File: src/rtl/key_operand_entry_pkg.sv
// Shared types and constants for the keypad operand entry stage.
// Scan FSM encoding and row-pattern decode helpers.
package key_operand_entry_pkg;

  typedef enum logic [1:0] {
    SCAN,
    DEBOUNCE,
    HOLD
  } scan_state_t;

  localparam int NUM_COLS = 4;
  localparam int NUM_DIGITS = 4;
  localparam logic [3:0] KEY_IDLE = 4'hF;

  // True when exactly one row line is pulled low.
  function automatic logic one_low(input logic [3:0] p);
    logic [3:0] n;
    n = ~p;
    return (n != 4'd0) && ((n & (n - 4'd1)) == 4'd0);
  endfunction

  function automatic logic [1:0] row_of(input logic [3:0] p);
    if (!p[0]) return 2'd0;
    else if (!p[1]) return 2'd1;
    else if (!p[2]) return 2'd2;
    else return 2'd3;
  endfunction

endpackage

File: src/rtl/key_scan_debounce.sv
// 4x4 keypad column scanner with press/release debounce.
// Emits one key_strobe per accepted key; multi-row presses are rejected.
module key_scan_debounce
  import key_operand_entry_pkg::*;
#(
  parameter int SCAN_DIV = 16,
  parameter int DEBOUNCE_CYC = 64
) (
  input  logic       clk,
  input  logic       rst,
  input  logic [3:0] key_r,
  output logic [3:0] key_c,
  output logic       key_strobe,
  output logic [3:0] key_code
);

  localparam int DW = (SCAN_DIV > 1) ? $clog2(SCAN_DIV) : 1;
  localparam int CW = $clog2(DEBOUNCE_CYC + 1);

  scan_state_t   state_q, state_d;
  logic [3:0]    r1, rs;
  logic [1:0]    col_q, col_d;
  logic [DW-1:0] div_q, div_d;
  logic [CW-1:0] cnt_q, cnt_d;
  logic [3:0]    pat_q, pat_d;
  logic [3:0]    code_d;
  logic          strobe_d;

  always_ff @(posedge clk or posedge rst) begin
    if (rst) begin
      r1         <= KEY_IDLE;
      rs         <= KEY_IDLE;
      state_q    <= SCAN;
      col_q      <= '0;
      div_q      <= '0;
      cnt_q      <= '0;
      pat_q      <= KEY_IDLE;
      key_strobe <= 1'b0;
      key_code   <= '0;
    end else begin
      r1         <= key_r;
      rs         <= r1;
      state_q    <= state_d;
      col_q      <= col_d;
      div_q      <= div_d;
      cnt_q      <= cnt_d;
      pat_q      <= pat_d;
      key_strobe <= strobe_d;
      key_code   <= code_d;
    end
  end

  always_comb begin
    state_d  = state_q;
    col_d    = col_q;
    div_d    = div_q;
    cnt_d    = cnt_q;
    pat_d    = pat_q;
    strobe_d = 1'b0;
    code_d   = key_code;
    unique case (state_q)
      SCAN: begin
        if (div_q == DW'(SCAN_DIV - 1)) begin
          div_d = '0;
          if (rs != KEY_IDLE) begin
            pat_d   = rs;
            cnt_d   = '0;
            state_d = DEBOUNCE;
          end else begin
            col_d = col_q + 2'd1;
          end
        end else begin
          div_d = div_q + 1'b1;
        end
      end
      DEBOUNCE: begin
        if (rs != pat_q || rs == KEY_IDLE) begin
          state_d = SCAN;
          cnt_d   = '0;
          div_d   = '0;
        end else if (cnt_q == CW'(DEBOUNCE_CYC - 1)) begin
          cnt_d   = '0;
          state_d = HOLD;
          if (one_low(pat_q)) begin
            strobe_d = 1'b1;
            code_d   = {row_of(pat_q), col_q};
          end
        end else begin
          cnt_d = cnt_q + 1'b1;
        end
      end
      HOLD: begin
        // Column stays put until the keypad is released long enough.
        if (rs != KEY_IDLE) begin
          cnt_d = '0;
        end else if (cnt_q == CW'(DEBOUNCE_CYC - 1)) begin
          cnt_d   = '0;
          div_d   = '0;
          col_d   = col_q + 2'd1;
          state_d = SCAN;
        end else begin
          cnt_d = cnt_q + 1'b1;
        end
      end
      default: state_d = SCAN;
    endcase
  end

  assign key_c = ~(4'b0001 << col_q);

endmodule

File: src/rtl/key_operand_entry.sv
// Keypad operand entry: four hex digits become X/Y operands
// offered to the multiplier through a valid/ack handshake.
module key_operand_entry
  import key_operand_entry_pkg::*;
#(
  parameter int SCAN_DIV = 16,
  parameter int DEBOUNCE_CYC = 64
) (
  input  logic        clk,
  input  logic        clr,
  input  logic [3:0]  KEY_R,
  output logic [3:0]  KEY_C,
  input  logic        op_ack,
  output logic [7:0]  X,
  output logic [7:0]  Y,
  output logic        op_valid,
  output logic        key_strobe,
  output logic [3:0]  key_code,
  output logic [2:0]  digit_cnt,
  output logic [15:0] entry_buf
);

  key_scan_debounce #(
    .SCAN_DIV     (SCAN_DIV),
    .DEBOUNCE_CYC (DEBOUNCE_CYC)
  ) u_scan (
    .clk        (clk),
    .rst        (clr),
    .key_r      (KEY_R),
    .key_c      (KEY_C),
    .key_strobe (key_strobe),
    .key_code   (key_code)
  );

  localparam logic [2:0] FULL = 3'(NUM_DIGITS);

  always_ff @(posedge clk or posedge clr) begin
    if (clr) begin
      X         <= '0;
      Y         <= '0;
      op_valid  <= 1'b0;
      digit_cnt <= '0;
      entry_buf <= '0;
    end else if (op_valid) begin
      // Keys arriving now are dropped; only the ack matters.
      if (op_ack) begin
        op_valid  <= 1'b0;
        digit_cnt <= '0;
      end
    end else if (digit_cnt == FULL) begin
      X        <= entry_buf[15:8];
      Y        <= entry_buf[7:0];
      op_valid <= 1'b1;
    end else if (key_strobe) begin
      entry_buf <= {entry_buf[11:0], key_code};
      digit_cnt <= digit_cnt + 3'd1;
    end
  end

endmodule

File: config.mk
export PLATFORM = sky130hd
export DESIGN_NAME = key_operand_entry
export DESIGN_NICKNAME = d
export VERILOG_FILES = /design/src/rtl/key_operand_entry_pkg.sv /design/src/rtl/key_scan_debounce.sv /design/src/rtl/key_operand_entry.sv
export SDC_FILE = /design/constraint.sdc
export NUM_CORES = 1
export LEC_CHECK = 0
export ABC_AREA = 1
export CAP_MARGIN = 10
export CORE_UTILIZATION = 30
export DETAILED_ROUTE_END_ITERATION = 7
export GPL_ROUTABILITY_DRIVEN = 0
export SLEW_MARGIN = 20
export SYNTH_ARGS = -nofsm -noshare
export SYNTH_HDL_FRONTEND = slang
export SYNTH_SLANG_ARGS = --single-unit
File: constraint.sdc
create_clock -name clk -period 2.7 [get_ports clk]
set_input_delay 0.54 -clock clk [delete_from_list [all_inputs] [get_ports clk]]
set_output_delay 0.54 -clock clk [all_outputs]
set_load 0.01 [all_outputs]
* Word level (Yosys, flattened, before mapping) *
Index checks and enable logic that the tools add are counted.

storage, ports and cells
  register bits = 68
  input bits = 7
  logic and storage cells = 97

cells by class
  add/sub/neg operators = 5
  equality and inequality tests = 17
  shifts and indexed selects = 1
  muxes and demuxes = 37
  bitwise logic cells = 6
  reductions and logical operators = 17

operator list
  operator             count
  $mux 7               5
  $mux 2               12
  $pmux 7 s3           1
  $mux 4               4
  $mux 3               4
  $pmux 4 s3           1
  $reduce_and 3->1     4
  $reduce_and 5->1     2
  $eq 4x4->1 const B   2
  $mux 1               8
  $ne 2x1->1 const B   4
  $ne 2x2->1 const B   4
  $not 4->4            2
  $reduce_and 4->1     2
  $add 7x1->7 const B  1
  $eq 7x6->1 const B   1
  $pmux 2 s3           1
  $add 4x1->4 const B  1
  $and 4x4->4          1
  $logic_not 4->1      1
  $ne 4x4->1           1
  $ne 4x4->1 const B   1
  $pmux 2 s2           1
  $reduce_bool 2->1    2
  15 further kinds     17

* Logic depth before layout (Yosys ltp) *
  word-level depth = 9
  depth in mapped cells = 10
  depth with buffers taken out = 10

* Modules after synthesis *
From an unflattened synthesis, not the netlist that was laid out.

second synthesis, totals
  cell total of the unflattened synthesis = 359
  area, all modules = 3144.3 sq um

by module, submodules not included
  module             times used  cells an instance  area each (sq um)  seq. area each (sq um)
  key_scan_debounce  1           206                1700.4             815.8
  key_operand_entry  1           153                1443.9             900.9

* Worst setup path before layout *
OpenSTA, ideal clock, no wires.

  path kind = register -> register
  start point = reg digit_cnt[0]
  end point = reg X[4]
  arrival = 1.338 ns
  slack = 1.237 ns
  cell stages (with the launch flop) = 8
  buffers on the path = 1
  path through = dfrtp_1 -> inv_1 -> ha_1 -> nand2_1 -> inv_1 -> nand2_1 -> buf_2 -> mux2_2

on the way
  word-level cells in the longest chain between the ends = 2

ends and longest elaborated chain
  element                            RTL line                 source
  start, declared                    key_operand_entry.sv:19  output logic [2:0] digit_cnt,
  start signal, assigned             key_operand_entry.sv:56  digit_cnt <= digit_cnt + 3'd1;
  $eq 3x3->1                         key_operand_entry.sv:50  end else if (digit_cnt == FULL) begin
  $reduce_and 2->1 (no source line)  -
  end signal, assigned               key_operand_entry.sv:51  X <= entry_buf[15:8];
  end, declared                      key_operand_entry.sv:14  output logic [7:0] X,

Every way passes these cells.
A chain may end at the register's enable or synchronous reset.

* Final worst setup path *
  start point = reg u_scan.col_q[0]
  end point = out KEY_C[2]

on the way
  word-level cells in the longest chain between the ends = 2

ends and longest elaborated chain
  element                 RTL line                  source
  start, declared         key_scan_debounce.sv:22   logic [1:0] col_q, col_d;
  start signal, assigned  key_scan_debounce.sv:44   col_q <= col_d;
  $shl 1x2->4             key_scan_debounce.sv:109  assign key_c = ~(4'b0001 << col_q);
  $not 4->4               key_scan_debounce.sv:109
  end, declared           key_operand_entry.sv:12   output logic [3:0] KEY_C,

Every way passes these cells.

==> impl_metrics.tcl <==
set metrics [dict create \
    netlist.area_leader.share 0.4437 \
    grt_pass1_wl_um 11410 \
    min_to "u_scan.rs[0]$_DFF_PP1_" \
    crit_required_ns 2.16 \
    wl_per_cell_um 11.34 \
    vdd.ir_drop.worst_v 0.0002153 \
    drc 0 \
    fp.dieW_um 104.6 \
    crit_path_cell_trace "inv_1, ha_1, inv_1, clkdlybuf4s50_1" \
    postCtsSetupRepairBufs 0 \
    p_seq_frac 0.492 \
    power_density_nw_per_um2 561.9 \
    syn_nets 367 \
    io_buffers 51 \
    grt-ovfl-total 0 \
    cts_sinks 68 \
    rrSetupSlack_ns 1.00 \
    p_leak_nw 1.889 \
    std_cell_rows 37 \
    first_pass_iters 4 \
    dieArea_um2 10940 \
    seq_area_um2 1717 \
    drv_slew 0 \
    hpwl_um 4586 \
    synth_commonest_cells "nand2_1, dfrtp_1, inv_1" \
    fin_setup_tns_ns 0 \
    critical_path.startpoint "u_scan.col_q[0]$_DFFE_PP0P_" \
    comb_power_share 0.145 \
    tightestPinTransition_ns 0.5964 \
    synth.distinct_cells 30 \
    r2r-start "digit_cnt[0]$_DFFE_PP0P_" \
    utilization 0.3931 \
    cts_hold_buf 0 \
    drive_above_1_share 0.1667 \
    hp-class "flop to flop" \
    avgViaCountPerCell 4.360 \
    finalSetupViolCount 0 \
    clk_path_buf_depth 2 \
    syn_area_um2 3158 \
    antenna_cells 0 \
    cp.arrival_ns 1.60 \
    outcome "finished clean" \
    clock_skew_ns 0.009339 \
    grt_pass1_vias 2484 \
    hold_path_startpoint "u_scan.r1[0]$_DFF_PP1_" \
    fin_nets 428 \
    fp.dieH_um 104.6 \
    reg2reg_to "X[4]$_DFFE_PP0P_" \
    start_kind "flop" \
    ys.flop_type "dfrtp_1" \
    ioPinCount 52 \
    wirelength_um 6238 \
    hold_viol_final 0 \
    antenna_found_initial 0 \
    root_buffer "clkbuf_8" \
    synth_edf_count 0 \
    ant_nets 0 \
    synth_area_leaders "dfrtp_1, nand2_1, dfstp_2" \
    initial_core_util 0.3073 \
    drtIter0Drc 68 \
    p_sw_uw 654.6 \
    swShare 0.2883 \
    numCtsBuffers 9 \
    internal_power_mw 1.616 \
    slew_headroom 0.6014 \
    multi_input_comb_area_um2 1219 \
    yosys.area.top_type "dfrtp_1" \
    syn_area_per_cell_um2 9.075 \
    synth_seq_cells 68 \
    criticalPathCategory "flop to primary output" \
    fillers 1062 \
    crit_slowest_cell "clkdlybuf4s50_1" \
    cp_max_fo 4 \
    cap_violations 0 \
    cts.repair.resized 0 \
    via_count 2398 \
    cts.htree.levels 3 \
    critical-path-top-cell-by-count "inv_1" \
    synth-async-reset-ratio 1.000 \
    rsz0062_at_grt "no" \
    holdWs_ns 0.3571 \
    clkPwrFrac 0.363 \
    synth.most_common_cell "nand2_1" \
    grt_max_degree 43 \
    reg2reg_depth 6 \
    synth_warnings 0 \
    clock_latency_ns 0.34 \
    max_freq_mhz 466.9 \
    clkTransAtPathRegs_ns 0.07 \
    cts_tree "built" \
    yosysSeqAreaShare 0.5436 \
    synthCells 348 \
    period_minus_slack_ns 2.142 \
    track_usage 0.1298 \
    hold_depth 0 \
    coreArea_um2 10280 \
    fin_crit_sh 0.7933 \
    crit_path_end_kind "primary output" \
    cpPeakStageDelay_ns 0.52 \
    synthToLayoutAreaGrowth_pct 27.93 \
]
==> cell families after synthesis <==
kind of cell / share of synthesized area
compound gates: 0.09509
mux: 0.01426
simple gates: 0.2235
flops: 0.5436
buf+inv: 0.07052
xor+xnor: 0.005548
fa+ha+maj: 0.04754
==> worst max path at each step <==
stage | to | slack [ns] | cells past startpoint
after floorplan | X[0]$_DFFE_PP0P_ | 0.47 | 1
after global placement | KEY_C[2] | 0.94 | 4
after detailed placement | KEY_C[2] | 0.91 | 4
after CTS | KEY_C[2] | 0.52 | 4
after global routing | KEY_C[2] | 0.43 | 4
final | KEY_C[2] | 0.56 | 4
==> placed cells by master, fill, tap and decap left out, types with 6 or more instances in the layout <==
master and instances:
o21ai_0 39, dfstp_2 12, nor2_1 11, dfrtp_1 56
nand4_1 6, ha_1 12, clkdlybuf4s50_1 51, nand2_1 94
inv_1 44, nand3_1 16, inv_2 7, clkbuf_8 9
nand2_2 7, a21oi_1 6
==> power groups by stage <==
| stage | registers, mW | clock network (mW) | logic [mW] |
|---|---|---|---|
| 2_1_floorplan | 1.13 | 0 | 0.255 |
| 3_3_place_gp | 1.13 | 0 | 0.323 |
| 3_5_place_dp | 1.13 | 0 | 0.334 |
| 4_1_cts | 1.12 | 0.858 | 0.334 |
| 5_1_grt | 1.13 | 0.893 | 0.382 |
| 6_report | 1.12 | 0.824 | 0.329 |
==> critical path, delay by kind of cell (launching register included) <==
family | cells | cell delay [ns]
buffers and inverters | 3 | 0.67
flip-flops | 1 | 0.40
adder cells (fa/ha/maj) | 1 | 0.20
==> layout make-up <==
type                       instances  share of cell area
timing repair buffer              55              0.1338
inverter                          53             0.04986
multi-input combinational        222              0.3016
clock inverter                     6             0.01610
clock buffer                      10             0.03159
tap                              136             0.04212
sequential                        68              0.4249
==> metal layers <==
metal | track usage | share of wire
met1 | 0.1624 | 0.47
met2 | 0.2181 | 0.46
met3 | 0.03182 | 0.045
met4 | 0.04527 | 0.017
met5 | 0 | 0
==> stage by stage <==
step           setup slack [ns]  power (mW)  instance area [um^2]  cells
2_1_floorplan            0.4683       1.382                  3158    348
3_3_place_gp             0.9378       1.457                  3847    534
3_5_place_dp             0.9060       1.469                  3847    534
4_1_cts                  0.5202       2.308                  4040    550
5_1_grt                  0.4346       2.401                  4040    550
6_report                 0.5581       2.270                  4040    550
==> state kept, by name, summed over array words and instances, names as in the netlist, 2 cells and up <==
| signal | cells |
|---|---|
| X | 8 |
| Y | 8 |
| digit_cnt | 3 |
| entry_buf | 16 |
| u_scan.cnt_q | 7 |
| u_scan.col_q | 2 |
| u_scan.div_q | 4 |
| u_scan.key_code | 4 |
| u_scan.pat_q | 4 |
| u_scan.r1 | 4 |
| u_scan.rs | 4 |
| u_scan.state_q | 2 |
Power figures use the tool's default switching activity.
